[src/rtl/pipelined_cla_adder_if.sv]
// rtl/pipelined_cla_adder_if.sv - operand/result handshake bundle for the pipelined add/subtract unit
interface pipelined_cla_adder_if #(
    parameter int WIDTH = 32
);
    logic             in_valid;
    logic             in_ready;
    logic [WIDTH-1:0] a;
    logic [WIDTH-1:0] b;
    logic             cin;
    logic             sub;
    logic             out_valid;
    logic             out_ready;
    logic [WIDTH-1:0] sum;
    logic             cout;
    logic             ovf;
    logic             zero;

    modport master (
        output in_valid, a, b, cin, sub, out_ready,
        input  in_ready, out_valid, sum, cout, ovf, zero
    );

    modport slave (
        input  in_valid, a, b, cin, sub, out_ready,
        output in_ready, out_valid, sum, cout, ovf, zero
    );
endinterface

[src/rtl/pipelined_cla_adder.sv]
// rtl/pipelined_cla_adder.sv - pipelined add/subtract, one CHUNK-bit lookahead slice per stage
module pipelined_cla_adder #(
    parameter int WIDTH = 32,
    parameter int CHUNK = 8
) (
    input  logic                 clk,
    input  logic                 rst_n,
    pipelined_cla_adder_if.slave bus
);
    localparam int NCH = WIDTH / CHUNK;

    logic [WIDTH-1:0] a_q [NCH];
    logic [WIDTH-1:0] b_q [NCH];
    logic [WIDTH-1:0] s_q [NCH];
    logic [NCH-1:0]   c_q;
    logic [NCH-1:0]   v_q;
    logic             ovf_q;
    logic             zero_q;

    logic [WIDTH-1:0] a_d [NCH];
    logic [WIDTH-1:0] b_d [NCH];
    logic [WIDTH-1:0] s_d [NCH];
    logic [NCH-1:0]   c_d;
    logic [NCH-1:0]   v_d;
    logic             ovf_d;
    logic             zero_d;

    logic [CHUNK:0]   slice_r [NCH];
    logic [WIDTH-1:0] beff;
    logic             c0;
    logic             en;

    // Flat sum-of-products carries: every carry is generated directly from g/p and ci.
    function automatic logic [CHUNK:0] cla_slice(input logic [CHUNK-1:0] x,
                                                 input logic [CHUNK-1:0] y,
                                                 input logic             ci);
        logic [CHUNK-1:0] g;
        logic [CHUNK-1:0] p;
        logic [CHUNK:0]   c;
        logic             term;
        logic             prop;
        g    = x & y;
        p    = x ^ y;
        c    = '0;
        c[0] = ci;
        for (int i = 0; i < CHUNK; i++) begin
            term = g[i];
            prop = p[i];
            for (int j = i - 1; j >= 0; j--) begin
                term = term | (prop & g[j]);
                prop = prop & p[j];
            end
            c[i+1] = term | (prop & ci);
        end
        return {c[CHUNK], p ^ c[CHUNK-1:0]};
    endfunction

    assign en = !v_q[NCH-1] | bus.out_ready;

    always_comb begin
        beff = bus.sub ? ~bus.b : bus.b;
        c0   = bus.sub ? ~bus.cin : bus.cin;

        slice_r[0]           = cla_slice(bus.a[CHUNK-1:0], beff[CHUNK-1:0], c0);
        a_d[0]               = bus.a;
        b_d[0]               = beff;
        s_d[0]               = '0;
        s_d[0][CHUNK-1:0]    = slice_r[0][CHUNK-1:0];
        c_d[0]               = slice_r[0][CHUNK];
        v_d[0]               = bus.in_valid;

        // Later stages consume the slice of the skewed operands that matches their index.
        for (int k = 1; k < NCH; k++) begin
            slice_r[k]                = cla_slice(a_q[k-1][k*CHUNK +: CHUNK],
                                                  b_q[k-1][k*CHUNK +: CHUNK], c_q[k-1]);
            a_d[k]                    = a_q[k-1];
            b_d[k]                    = b_q[k-1];
            s_d[k]                    = s_q[k-1];
            s_d[k][k*CHUNK +: CHUNK]  = slice_r[k][CHUNK-1:0];
            c_d[k]                    = slice_r[k][CHUNK];
            v_d[k]                    = v_q[k-1];
        end

        ovf_d  = (a_d[NCH-1][WIDTH-1] == b_d[NCH-1][WIDTH-1]) &
                 (s_d[NCH-1][WIDTH-1] != a_d[NCH-1][WIDTH-1]);
        zero_d = ~|s_d[NCH-1];
    end

    always_ff @(posedge clk or negedge rst_n) begin
        if (!rst_n) begin
            for (int k = 0; k < NCH; k++) begin
                a_q[k] <= '0;
                b_q[k] <= '0;
                s_q[k] <= '0;
            end
            c_q    <= '0;
            v_q    <= '0;
            ovf_q  <= 1'b0;
            zero_q <= 1'b0;
        end else if (en) begin
            // The output stage ignores bubbles so the last result stays visible.
            for (int k = 0; k < NCH; k++) begin
                v_q[k] <= v_d[k];
                if ((k < NCH - 1) || v_d[k]) begin
                    a_q[k] <= a_d[k];
                    b_q[k] <= b_d[k];
                    s_q[k] <= s_d[k];
                    c_q[k] <= c_d[k];
                end
            end
            if (v_d[NCH-1]) begin
                ovf_q  <= ovf_d;
                zero_q <= zero_d;
            end
        end
    end

    assign bus.in_ready  = en;
    assign bus.out_valid = v_q[NCH-1];
    assign bus.sum       = s_q[NCH-1];
    assign bus.cout      = c_q[NCH-1];
    assign bus.ovf       = ovf_q;
    assign bus.zero      = zero_q;
endmodule
[src/flat_wrapper.sv]
// flat-port wrapper written by rule: the top's interface ports become plain ports
module pipelined_cla_adder_flat 
#(
    parameter int WIDTH = 32,
    parameter int CHUNK = 8
)
  (clk, rst_n, bus_in_valid, bus_a, bus_b, bus_cin, bus_sub, bus_out_ready, bus_in_ready, bus_out_valid, bus_sum, bus_cout, bus_ovf, bus_zero);
  pipelined_cla_adder_if #(.WIDTH(WIDTH)) bus_i ();
  input  logic clk;
  input  logic rst_n;
  input wire logic [$bits(bus_i.in_valid)-1:0] bus_in_valid;
  input wire logic [$bits(bus_i.a)-1:0] bus_a;
  input wire logic [$bits(bus_i.b)-1:0] bus_b;
  input wire logic [$bits(bus_i.cin)-1:0] bus_cin;
  input wire logic [$bits(bus_i.sub)-1:0] bus_sub;
  input wire logic [$bits(bus_i.out_ready)-1:0] bus_out_ready;
  output wire logic [$bits(bus_i.in_ready)-1:0] bus_in_ready;
  output wire logic [$bits(bus_i.out_valid)-1:0] bus_out_valid;
  output wire logic [$bits(bus_i.sum)-1:0] bus_sum;
  output wire logic [$bits(bus_i.cout)-1:0] bus_cout;
  output wire logic [$bits(bus_i.ovf)-1:0] bus_ovf;
  output wire logic [$bits(bus_i.zero)-1:0] bus_zero;
  assign bus_i.in_valid = bus_in_valid;
  assign bus_i.a = bus_a;
  assign bus_i.b = bus_b;
  assign bus_i.cin = bus_cin;
  assign bus_i.sub = bus_sub;
  assign bus_i.out_ready = bus_out_ready;
  assign bus_in_ready = bus_i.in_ready;
  assign bus_out_valid = bus_i.out_valid;
  assign bus_sum = bus_i.sum;
  assign bus_cout = bus_i.cout;
  assign bus_ovf = bus_i.ovf;
  assign bus_zero = bus_i.zero;
  pipelined_cla_adder #(.WIDTH(WIDTH), .CHUNK(CHUNK)) u_core (.clk(clk), .rst_n(rst_n), .bus(bus_i));
endmodule
[config.mk]
export PLATFORM = sky130hd
export DESIGN_NAME = pipelined_cla_adder_flat
export DESIGN_NICKNAME = d
export VERILOG_FILES = /design/src/rtl/pipelined_cla_adder_if.sv /design/src/rtl/pipelined_cla_adder.sv /design/src/flat_wrapper.sv
export SDC_FILE = /design/constraint.sdc
export NUM_CORES = 1
export LEC_CHECK = 0
export ABC_AREA = 1
export CORE_UTILIZATION = 29
export DETAILED_ROUTE_END_ITERATION = 7
export GPL_TIMING_DRIVEN = 0
export PLACE_DENSITY = 0.46
export SYNTH_ARGS = -nofsm -noshare
export SYNTH_HDL_FRONTEND = slang
export SYNTH_SLANG_ARGS = --single-unit
[constraint.sdc]
create_clock -name clk -period 1.5 [get_ports clk]
set_input_delay 0.15 -clock clk [delete_from_list [all_inputs] [get_ports clk]]
set_output_delay 0.15 -clock clk [all_outputs]
set_load 0.005 [all_outputs]
Word-level counts from Yosys, hierarchy flattened
Cells that the tools add are included.

storage, ports and cells
  flip-flop bits (word level) = 282
  bits of input ports = 70
  output and inout port bits = 37

cells by class
  equal/unequal tests = 2
  multiplexer cells = 2
  bitwise gates (word level) = 416
  reductions and logical operators = 4

operator list
  operator               number
  1-bit AND              257
  1-bit bitwise OR       145
  8-bit XOR              8
  8-bit AND              4
  32-bit two-way mux     1
  32-bit NOT             1
  32-bit OR reduction    1
  1-bit zero test        2
  2-bit AND reduction    1
  1-bit == test          1
  1-bit two-way mux      1
  1-bit inequality test  1
  1-bit NOT              1

Logic depth before layout (Yosys ltp)
Gate-level depths: netlist of the first run.

  word-level depth = 12
  depth in mapped cells = 14
  mapped depth without buffers = 12

Worst setup path before layout of the first run
Ideal clock, no wire load.

  kind = input -> register
  start = in bus_sub
  end = reg u_core.s_q (netlist bit u_core.s_d[70])
  arrival time = 1744 ps
  data required time = 1382 ps
  path slack = -362 ps
  cell stages on the path = 14
  buffers on the path = 3
  path through = buf_4 > buf_2 > xor2_1 > ha_1 > buf_2 > nand3_1 > nor2_1 > nand3_1 > nand3_1 > nand2_1 > nand2_1 > nand2_1 > nand3_1 > nand2_1

on the way
  cells in the longest elaborated chain, start to end = 10
  elaborated cells between the ends (all ways) = 22

ends and longest elaborated chain
  element                                                RTL line                                              source
  from (decl)                                            flat_wrapper.sv:15                                    input wire logic [$bits(bus_i.sub)-1:0] bus_sub;
  32-bit two-way mux                                     pipelined_cla_adder.sv:61                             beff = bus.sub ? ~bus.b : bus.b;
  8-bit XOR / 8-bit AND (equally long branches)          pipelined_cla_adder.sv:43, pipelined_cla_adder.sv:42
  1-bit AND (on tied branches)                           pipelined_cla_adder.sv:50, pipelined_cla_adder.sv:51
  1-bit bitwise OR (tied with other cells) (4 in a row)  pipelined_cla_adder.sv:50                             term = term | (prop & g[j]);
  1-bit bitwise OR / 1-bit AND (equally long branches)   pipelined_cla_adder.sv:50, pipelined_cla_adder.sv:53
  1-bit bitwise OR                                       pipelined_cla_adder.sv:53                             c[i+1] = term | (prop & ci);
  8-bit XOR (*)                                          pipelined_cla_adder.sv:55                             return {c[CHUNK], p ^ c[CHUNK-1:0]};
  to (signal, indexed assignment)                        pipelined_cla_adder.sv:107                            s_q[k] <= s_d[k];
  to (decl)                                              pipelined_cla_adder.sv:14                             logic [WIDTH-1:0] s_q [NCH];

Every way passes the cells marked *; elsewhere a longest branch is shown, timed or not.
A chain may end at the register's enable or synchronous reset.

Worst setup path after layout of the first run
  start = reg u_core.b_q (netlist bit u_core.b_d[24])
  end = reg u_core.zero_q (netlist: u_core.bus.zero)

on the way
  cells in the longest elaborated chain, start to end = 7
  elaborated cells between the ends (all ways) = 37

ends and longest elaborated chain
  element                                               RTL line                                              source
  from (decl)                                           pipelined_cla_adder.sv:13                             logic [WIDTH-1:0] b_q [NCH];
  from (signal, indexed assignment)                     pipelined_cla_adder.sv:106                            b_q[k] <= b_d[k];
  8-bit AND / 8-bit XOR (equally long branches)         pipelined_cla_adder.sv:42, pipelined_cla_adder.sv:43
  1-bit AND (on tied branches)                          pipelined_cla_adder.sv:50, pipelined_cla_adder.sv:51
  1-bit bitwise OR / 1-bit AND (equally long branches)  pipelined_cla_adder.sv:50, pipelined_cla_adder.sv:53
  1-bit bitwise OR                                      pipelined_cla_adder.sv:53
  8-bit XOR (*)                                         pipelined_cla_adder.sv:55
  32-bit OR reduction (*)                               pipelined_cla_adder.sv:86                             zero_d = ~|s_d[NCH-1];
  1-bit zero test (*)                                   pipelined_cla_adder.sv:86
  to (signal assigned)                                  pipelined_cla_adder.sv:113                            zero_q <= zero_d;
  to (decl)                                             pipelined_cla_adder.sv:18                             logic zero_q;

Marks and branches as above.

==> qor.csv, run 1 <==
metric,value,unit
status,"complete, but fails checks",
failing checks,"DRC, setup timing",
antenna violations before repair,0,
Hold Fails Final Rpt,0,
R2R cell count,10,
clock buffer depth,2,
Routed WL,23.3,mm
Synth area leader,dfrtp_1,
first-pass iteration count of the detailed router,6,
DR top layer,met4,
slew margin rel.,58.1,%
share of the core filled with cells,40.6,%
unrepaired setup endpoints after global routing,yes,
global-route wire length before repair,37.3,mm
Met2 Wirelength,10.7,mm
crit path kind,flop to flop,
"Clk Latency, worst-skew pair",430,ps
gr usage total,15.8,%
width of the die,175,um
Initial Util,29.5,%
"Area growth, synth to finish",37.7,%
Tcrit/Tclk final,114,%
peak supply drop,0.904,mV
DRC,2,
total CTS buffers,17,
layout cell share with drive strength beyond 1,20.2,%
core footprint,29600,um2
Hold WC Path Type,input pin to flop,
Syn Nets,1122,
pre-CTS setup slack,-783,ps
post-route ant nets,0,
Max Cap Viol,0,
DRT met1 WL,11.8,mm
DR vias,6887,
Hold EP,u_core.b_d[72]$_DFFE_PN0N_,
# setup viols final,13,
post-route cell area,12000,um2
Placement Rows,63,
Worst Max-Slew Pin Slew,628,ps
Synth Warn #,0,
Critical Path Fanout Max,2,
Avg Inst Size Synth,8.58,um2
commonest cells in the netlist,"nand2_1, dfrtp_1, o21ai_0",
I/O Pins,107,
RD Place Congestion,0.827,
slowest CP cell,fa_1,
Setup crit start kind,flop,
critical path arrival,2090,ps
clock sinks,186,
final cell count without fillers,1586,
final net count,1290,
reg2reg end,u_core.bus.zero$_DFFE_PN0P_,
r2r setup slk,-220,ps
Cells after Synth,1015,
Netlist cell types,36,
metal3 WL,631,um
placed instance area,10400,um2
crit path launch,u_core.b_d[24]$_DFFE_PN0N_,
CTS root buf,clkbuf_16,
top-area cell type share of the netlist area,53.4,%
Final min period,1720,ps
CP Capture Type,flop,
Initial DRC Count,307,
ys flop type,dfrtp_1,
"Seq/Total Area, Yosys",53.4,%
worst hold margin,45.6,ps
Min-Delay Path Depth,3,
htree depth,4,
Die H,175,um
hold path start,bus_sub,
Detailed Place HPWL,16.6,mm
vias in the first global route,6838,
"Cell Chain, Critical Path",inv_2 > fa_1 > nand2_1 > nor2_1 > nand3_1 > nor2_2 > nand3_1 > nor2_1 > nand4_1 > nand2_1,
vias per cell,4.34,
clock-pin transition on the worst setup and hold timing paths,70,ps
Levels on crit path,10,
port bufs,105,
worst r2r src,u_core.b_d[24]$_DFFE_PN0N_,
antenna diode count,0,
grt ovf,0,
setup ws final,-216,ps
Top Family by Delay on Critical Path,simple AND/OR/NAND/NOR gates,
Leak Pwr,0.00572,uW
Fmax achieved,583,MHz
Post-Synthesis Cell Area,8710,um2
CTS tree,yes,
largest net degree at the start of global routing,107,
die area,30700,um2
"Slew Viols, Final",0,
cell count after placement,1511,
"count leader, synth",nand2_1,
Critical Path RT,1880,ps
CP bufs+invs,1,
DR WL/cell,14.7,um
skew final,9.77,ps
Async SR Flop Fraction,100,%
power density cells,2090,nW/um2
Yosys reg bits,186,
synth top area cells,"dfrtp_1, nand2_1, o21ai_0",
Post-synth EDFFs,0,
CP peak stage delay,580,ps
report_power, final:
| group | switching (uW) | internal [uW] |
|---|---|---|
| registers | 1470 | 7220 |
| clock network | 2070 | 2490 |
| logic | 6330 | 5520 |
| total | 9870 | 15200 |
how the worst max path moves through the flow:
stage	to	slack, ps
floorplan	u_core.s_d[70]$_DFFE_PN0N_	-170
global placement	u_core.b_d[77]$_DFFE_PN0N_	-7950
detailed placement	bus_in_ready	-780
CTS	u_core.bus.zero$_DFFE_PN0P_	-270
global route	u_core.bus.zero$_DFFE_PN0P_	-380
finish	u_core.bus.zero$_DFFE_PN0P_	-220
area by class of cell:
| cell class | instances | area [um2] |
|---|---|---|
| inverters | 90 | 344 |
| flip-flops and latches | 186 | 4660 |
| well taps | 390 | 488 |
| clock inverters | 15 | 166 |
| repair buffers | 150 | 1450 |
| fillers | 3037 | 17600 |
| plain buffers | 43 | 317 |
| clock buffers | 17 | 425 |
| multi-input cells | 695 | 4140 |
per-stage QoR:
| stage | total power, uW | TNS [ps] |
|---|---|---|
| after floorplan | 14200 | -873 |
| after global placement | 17700 | -1528770 |
| after detailed placement | 17800 | -55380 |
| after CTS | 23900 | -1470 |
| after global routing | 27200 | -2890 |
| final | 25100 | -1300 |
layer usage:
metal  track usage (%)  up-vias
met5                 0        -
li1                  -     3562
met3              2.36       15
met2              24.9      102
met1              22.6     3208
met4              3.77        0
cell families after synthesis:
logic type	share of synthesized area [%]
xor+xnor	4.34
buf+inv	6.22
fa+ha+maj	5.66
simple gates	21.6
compound gates	8.73
flops	53.4
worst min-delay path, stage by stage:
cell	delay [ps]
buf_12	110
xnor2_1	110
o21ai_0	60
placed cells by master, fill, tap and decap left out, drive strengths merged:
master         Yosys  layout
xor2              13      13
o21bai             2       2
xnor2             28      28
dlygate4sd3        0       1
clkinvlp           0       4
nor3               2       2
clkbuf            25      39
fa                 4       4
a221oi             1       1
nand3b             4       4
dlymetal6s2s       0       9
inv               90      94
bufinv             0       2
nand3             40      40
dlygate4sd2        0       1
clkinv             0       5
nand4              9       9
o22ai              4       4
nand2            364     364
clkdlybuf4s50      0      93
dfrtp            186     186
o21ai            122     122
a21oi             14      14
buf               19      67
o211ai             1       1
ha                33      33
nor2              49      49
or2                1       1
and3               1       1
a31oi              2       2
a22oi              1       1
state kept, by name, summed over array words and instances, names as in the netlist:
register	cells
u_core.c_q	4
u_core.s_d	48
u_core.a_d	48
u_core.bus.ovf	1
u_core.bus.sum	32
u_core.bus.zero	1
u_core.b_d	48
u_core.v_q	4
what timing repair did:
item / in CTS / in global routing
cloned: 0 / 0
pin swaps: 38 / 55
resized for setup: 98 / 102
hold endpoints to repair: 80 / 0
hold buffers: 1 / 0
buffers inserted: 25 / 19
endpoints found under the setup margin: 133 / 110
Note: power is estimated with default switching activity, not from simulation.
==> run 2, diff against run 1 <==
--- a/config.mk
+++ b/config.mk
@@ -6,6 +6,7 @@
 export NUM_CORES = 1
 export LEC_CHECK = 0
 export ABC_AREA = 1
+export CORE_MARGIN = 2
 export CORE_UTILIZATION = 29
 export DETAILED_ROUTE_END_ITERATION = 7
 export GPL_TIMING_DRIVEN = 0
==> run 2 against run 1 <==
Effect of this change: the run ends with setup timing left; cell area decreased by 0.41%; first-iteration DRC count is 24% higher; hold slack gained 76 ps; wire length grew 0.84%; final cell count fell by 0.38%; highest routed layer unchanged; critical path type unchanged; register-to-register slack worse by 30 ps; sequential power barely moved; combinational power about the same; largest cell class unchanged; critical path depth unchanged; via count rose by 0.29%.
==> qor.csv, run 2 (synthesis gave the netlist of run 1 again) <==
metric,value,unit,change
Max Cap Viol,0,,unchanged
I/O Pins,107,,unchanged
core footprint,29600,um2,+0.27%
"Area growth, synth to finish",37.1,%,
layout cell share with drive strength beyond 1,20.0,%,-0.15 points
Critical Path Fanout Max,2,,unchanged
Die H,177,um,+1.1%
antenna violations before repair,0,,unchanged
total CTS buffers,17,,unchanged
Routed WL,23.5,mm,+0.84%
"commonest non-fill, non-tap cell in the layout",nand2_1,,
Leak Pwr,0.00573,uW,+0.25%
placed instance area,10400,um2,unchanged
Worst Max-Slew Pin Slew,691,ps,+62.5 ps
slew margin rel.,53.9,%,-4.2 points
width of the die,177,um,+1.1%
first-pass iteration count of the detailed router,4,,-2
antenna diode count,0,,unchanged
post-route cell area,11900,um2,-0.41%
die area,31400,um2,+2.3%
Hold WC Path Type,input pin to flop,,
RD Place Congestion,0.821,,-0.70%
failing checks,setup timing,,
vias per cell,4.37,,+0.67%
CTS tree,yes,,
grt ovf,0,,unchanged
cell count after placement,1511,,unchanged
CTS root buf,clkbuf_16,,
clock buffer depth,2,,unchanged
port bufs,105,,unchanged
unrepaired setup endpoints after global routing,yes,,
share of the core filled with cells,40.3,%,-0.27 points
Fill cells,3090,,+1.7%
Critical Path RT,1870,ps,about the same
# setup viols final,13,,unchanged
Tcrit/Tclk final,116,%,+2.0 points
"Clk Latency, worst-skew pair",430,ps,about the same
Initial DRC Count,382,,+24%
post-route ant nets,0,,unchanged
Final min period,1750,ps,+30.4 ps
setup ws final,-246,ps,-30.4 ps
DR WL/cell,14.8,um,+1.2%
DRC,0,,-2
Setup crit start kind,flop,,
DR vias,6907,,+0.29%
critical path arrival,2110,ps,+20 ps
worst hold margin,121,ps,+75.8 ps
Initial Util,29.4,%,-0.078 points
crit path kind,flop to flop,,
CP Capture Type,flop,,
clock-pin transition on the worst setup and hold timing paths,70,ps,about the same
status,"complete, but fails checks",,
peak supply drop,0.962,mV,+6.4%
power density cells,2090,nW/um2,about the same
Placement Rows,63,,unchanged
"Slew Viols, Final",0,,unchanged
htree depth,4,,unchanged
vias in the first global route,6906,,+0.99%
final cell count without fillers,1580,,-0.38%
skew final,13.0,ps,+3.20 ps
Detailed Place HPWL,16.7,mm,+0.47%
global-route wire length before repair,37.6,mm,+0.76%
most frequent cells in the layout,"nand2_1, dfrtp_1, o21ai_0",,
clock sinks,186,,unchanged
final net count,1284,,-0.47%
gr usage total,15.5,%,-0.27 points
largest net degree at the start of global routing,102,,-4.7%
Hold Fails Final Rpt,0,,unchanged
Fmax achieved,573,MHz,-1.7%
## run 2: routing by layer
metal	GRT usage, %	routed length [um]
met3	2.70	760
met4	3.11	241
met5	0	0
met2	25.0	10800
met1	21.9	11600
## run 2: repair_timing
item	in CTS	in global routing
setup endpoints to repair	133	105
hold buffers	1	0
pin swaps	39	58
gates resized for setup	97	105
buffers inserted	28	14
endpoints found under the hold margin	85	0
## run 2: worst paths after layout
check / slack [ps] / cells after the start / to / startpoint
hold / removal: 120 / 3 / u_core.b_d[73]$_DFFE_PN0N_ / bus_sub
setup / recovery: -250 / 10 / u_core.bus.zero$_DFFE_PN0P_ / u_core.b_d[24]$_DFFE_PN0N_
min in group asynchronous: 290 / 2 / u_core.bus.sum[28]$_DFFE_PN0P_ / rst_n
hold reg to reg: 470 / 2 / u_core.a_d[30]$_DFFE_PN0N_ / u_core.a_d[62]$_DFFE_PN0N_
max in group asynchronous: 230 / 3 / u_core.v_q[3]$_DFFE_PN0N_ / rst_n
setup reg to reg: -250 / 10 / u_core.bus.zero$_DFFE_PN0P_ / u_core.b_d[24]$_DFFE_PN0N_
## run 2: worst max-delay path: stages (launching register included)
cell and delay [ps]:
dfrtp_1 370, inv_2 50, fa_1 580, nand2_1 60, nor2_1 90, nand3_1 90, nor2_2 120, nand3_1 90
nor2_2 100, nand4_1 80, nand2_1 60
## run 2: metrics by stage
stage               TNS [ps]  setup WS [ps]  total power [uW]
finish                 -1400           -246             25000
global route           -3070           -422             27200
CTS                    -1530           -285             24000
detailed placement    -55120           -794             17800
global placement    -1527160          -7940             17700
floorplan               -873           -166             14200
## run 2: power breakdown
part           internal (uW)  switching [uW]  total, uW
combinational           5470            6270      11700
sequential              7210            1470       8690
clock                   2490            2100       4590
total                  15200            9850      25000
## run 2: final cells by class
| class | count | area, um2 | share of cell area [%] |
|---|---|---|---|
| Multi-Input combinational cell | 695 | 4110 | 34.4 |
| Sequential cell | 186 | 4660 | 39.0 |
| Inverter | 90 | 345 | 2.89 |
| Buffer | 42 | 319 | 2.67 |
| Timing Repair Buffer | 145 | 1430 | 11.9 |
| Tap cell | 390 | 488 | 4.09 |
| Clock inverter | 15 | 169 | 1.41 |
| Clock buffer | 17 | 425 | 3.56 |
==> run 3, diff against run 2 <==
--- a/config.mk
+++ b/config.mk
@@ -5,7 +5,6 @@
 export SDC_FILE = /design/constraint.sdc
 export NUM_CORES = 1
 export LEC_CHECK = 0
-export ABC_AREA = 1
 export CORE_MARGIN = 2
 export CORE_UTILIZATION = 29
 export DETAILED_ROUTE_END_ITERATION = 7
==> run 3 against run 2 <==
Effect of this change: the run still ends with setup timing left; power is 4.8% lower; register-to-register slack worse by 460 ps; via count is 13% lower; final cell count decreased by 11%.
==> qor.csv, run 3 <==
metric,value,unit,change
antenna violations before repair,0,,unchanged
critical path arrival,2550,ps,+440 ps
Die H,174,um,-1.7%
TNS Setup,-5890,ps,-4500 ps
Routed WL,20.8,mm,-11%
Cells after Synth,862,,-15%
Synth Warn #,0,,unchanged
total CTS buffers,17,,unchanged
setup ws final,-710,ps,-464 ps
final cell count without fillers,1405,,-11%
Fmax achieved,452,MHz,-21%
ys flop type,dfrtp_1,,
Initial DRC Count,300,,-21%
DRC,0,,unchanged
routing usage on met1,21.2,%,-0.65 points
I/O Pins,107,,unchanged
Critical Path Fanout Max,4,,+2
worst hold margin,102,ps,-19.4 ps
htree depth,4,,unchanged
commonest cells in the netlist,"nand2_1, dfrtp_1, o21ai_0",,
CTS tree,yes,,
"Seq/Total Area, Yosys",55.4,%,+2.0 points
top-area cell type share of the netlist area,55.4,%,+2.0 points
CTS root buf,clkbuf_16,,
"Area growth, synth to finish",34.1,%,
Tcrit/Tclk final,147,%,+31 points
most frequent cells in the layout,"nand2_1, dfrtp_1, clkdlybuf4s50_1",,
"count leader, synth",nand2_1,,
Max Cap Viol,0,,unchanged
crit path kind,flop to flop,,
first-pass iteration count of the detailed router,4,,unchanged
clock-pin transition on the worst setup and hold timing paths,80,ps,about the same
Hold WC Path Type,input pin to flop,,
Async SR Flop Fraction,100,%,unchanged
peak supply drop,0.987,mV,+2.6%
"Cell Chain, Critical Path",buf_6 > ha_4 > a211oi_4 > nor3b_4 > or3_4 > a32oi_4 > nor4_2 > a32o_1,,
area occupied by multi-input gates,3850,um2,-6.4%
DR WL/cell,14.8,um,-0.41%
"Clk Latency, worst-skew pair",440,ps,about the same
Top Family by Delay on Critical Path,compound AO/OA/AOI/OAI gates,,
Setup crit start kind,flop,,
"commonest non-fill, non-tap cell in the layout",nand2_1,,
global-route wire length before repair,34.2,mm,-9.1%
synth top area cells,"dfrtp_1, nand2_1, ha_1",,
Initial Util,29.3,%,-0.039 points
Netlist cell types,45,,+25%
Post-synth EDFFs,0,,unchanged
Avg Inst Size Synth,9.75,um2,+14%
Yosys reg bits,186,,unchanged
share of the core filled with cells,39.3,%,-0.95 points
width of the die,174,um,-1.7%
status,"complete, but fails checks",,
failing checks,setup timing,,
DR vias,6038,,-13%
clock sinks,186,,unchanged
gr usage total,14.4,%,-1.1 points
CP bufs+invs,1,,unchanged
Fill cells,2845,,-7.9%
Critical Path RT,1840,ps,-30 ps
Syn Nets,969,,-14%
Final min period,2210,ps,+464 ps
Placement Rows,62,,-1.6%
layout cell share with drive strength beyond 1,16.8,%,-3.2 points
clock buffer depth,2,,unchanged
Hold Fails Final Rpt,0,,unchanged
Detailed Place HPWL,15.0,mm,-10%
post-route ant nets,0,,unchanged
unrepaired setup endpoints after global routing,yes,,
Post-Synthesis Cell Area,8400,um2,-3.5%
largest net degree at the start of global routing,109,,+6.9%
cell count after placement,1352,,-11%
# setup viols final,19,,+6
antenna diode count,0,,unchanged
core footprint,28600,um2,-3.4%
Synth area leader,dfrtp_1,,
die area,30300,um2,-3.5%
RD Place Congestion,0.754,,-8.2%
port bufs,105,,unchanged
skew final,14.3,ps,+1.32 ps
vias per cell,4.30,,-1.7%
Leak Pwr,0.00537,uW,-6.3%
grt ovf,0,,unchanged
register area,4650,um2,about the same
grt met2 use,21.8,%,-3.2 points
layer with the highest usage,met2,,
final net count,1115,,-13%
slew margin rel.,35.8,%,-18 points
"Slew Viols, Final",0,,unchanged
GR Util met3,2.36,%,-0.34 points
slowest CP cell,dfrtp_1,,
Worst Max-Slew Pin Slew,963,ps,+272 ps
CP Capture Type,flop,,
CP peak stage delay,390,ps,-190 ps
vias in the first global route,6119,,-11%
power density cells,2120,nW/um2,+0.99%
## run 3: changes by cell type in the layout (fill, tap and decap cells not counted), moves of 14 or more
cell,before,now
buf_4,40,20
nand3_1,24,0
mux2_2,0,26
inv_1,79,14
ha_4,18,4
a21oi_1,5,25
o21ai_0,112,31
nand3_2,14,0
ha_1,13,29
nand2_2,30,1
## run 3: path summary, 6_finish.rpt
path	from	end	slack (ps)	cells after the start
hold reg to reg	u_core.a_d[63]$_DFFE_PN0N_	u_core.a_d[31]$_DFFE_PN0N_	470	2
setup reg to reg	u_core.a_d[24]$_DFFE_PN0N_	u_core.bus.zero$_DFFE_PN0P_	-710	8
max in group asynchronous	rst_n	u_core.b_d[48]$_DFFE_PN0N_	240	3
hold / removal	bus_sub	u_core.b_d[73]$_DFFE_PN0N_	100	3
min in group asynchronous	rst_n	u_core.bus.sum[29]$_DFFE_PN0P_	290	2
setup / recovery	u_core.a_d[24]$_DFFE_PN0N_	u_core.bus.zero$_DFFE_PN0P_	-710	8
## run 3: cell families (layout without fill, tap and decap cells)
group	Yosys count	after routing	share of synthesized area, %
flops	186	186	55.4
mux	28	28	3.75
buf+inv	58	217	2.76
compound gates	100	100	7.45
fa+ha+maj	37	37	5.87
xor+xnor	58	58	6.14
simple gates	395	395	18.6
## run 3: area by class of cell
cell class                      count  share of cell area [%]
Clock inverter                     15                    1.58
Sequential cell                   186                    41.3
Tap cell                          384                    4.27
Multi-Input combinational cell    618                    34.2
Timing Repair Buffer              129                    11.6
Clock buffer                       17                    3.78
Inverter                           17                   0.589
Buffer                             39                    2.62
## run 3: layer usage
metal / wire (um) / share of wire, %
met2: 9180 / 44
met5: 0 / 0
met1: 10700 / 52
met3: 665 / 3.2
met4: 193 / 0.93
## run 3: stage by stage
step / total power [uW] / cell area, um2 / setup WS (ps)
6_report: 23800 / 11300 / -710
5_1_grt: 25700 / 11300 / -798
4_1_cts: 23600 / 11000 / -828
3_5_place_dp: 17800 / 10000 / -1140
3_3_place_gp: 17600 / 9980 / -7940
2_1_floorplan: 14200 / 8450 / -479
## run 3: timing repair
item	CTS	global route
buffers inserted	10	12
hold buffers	1	0
resized for setup	82	78
pin swaps	24	31
endpoints found under the hold margin	78	0
endpoints found under the setup margin	187	181
## run 3: where the power goes
group          leakage (uW)  switching (uW)  internal, uW
clock              0.000290            2250          2400
sequential          0.00223            1480          7270
combinational       0.00286            5270          5160
total               0.00537            9000         14800
## run 3: tightest hold or removal path, delay by kind of cell
family	cells	cell delay, ps
buf+inv	1	150
compound gates	1	70
xor+xnor	1	130
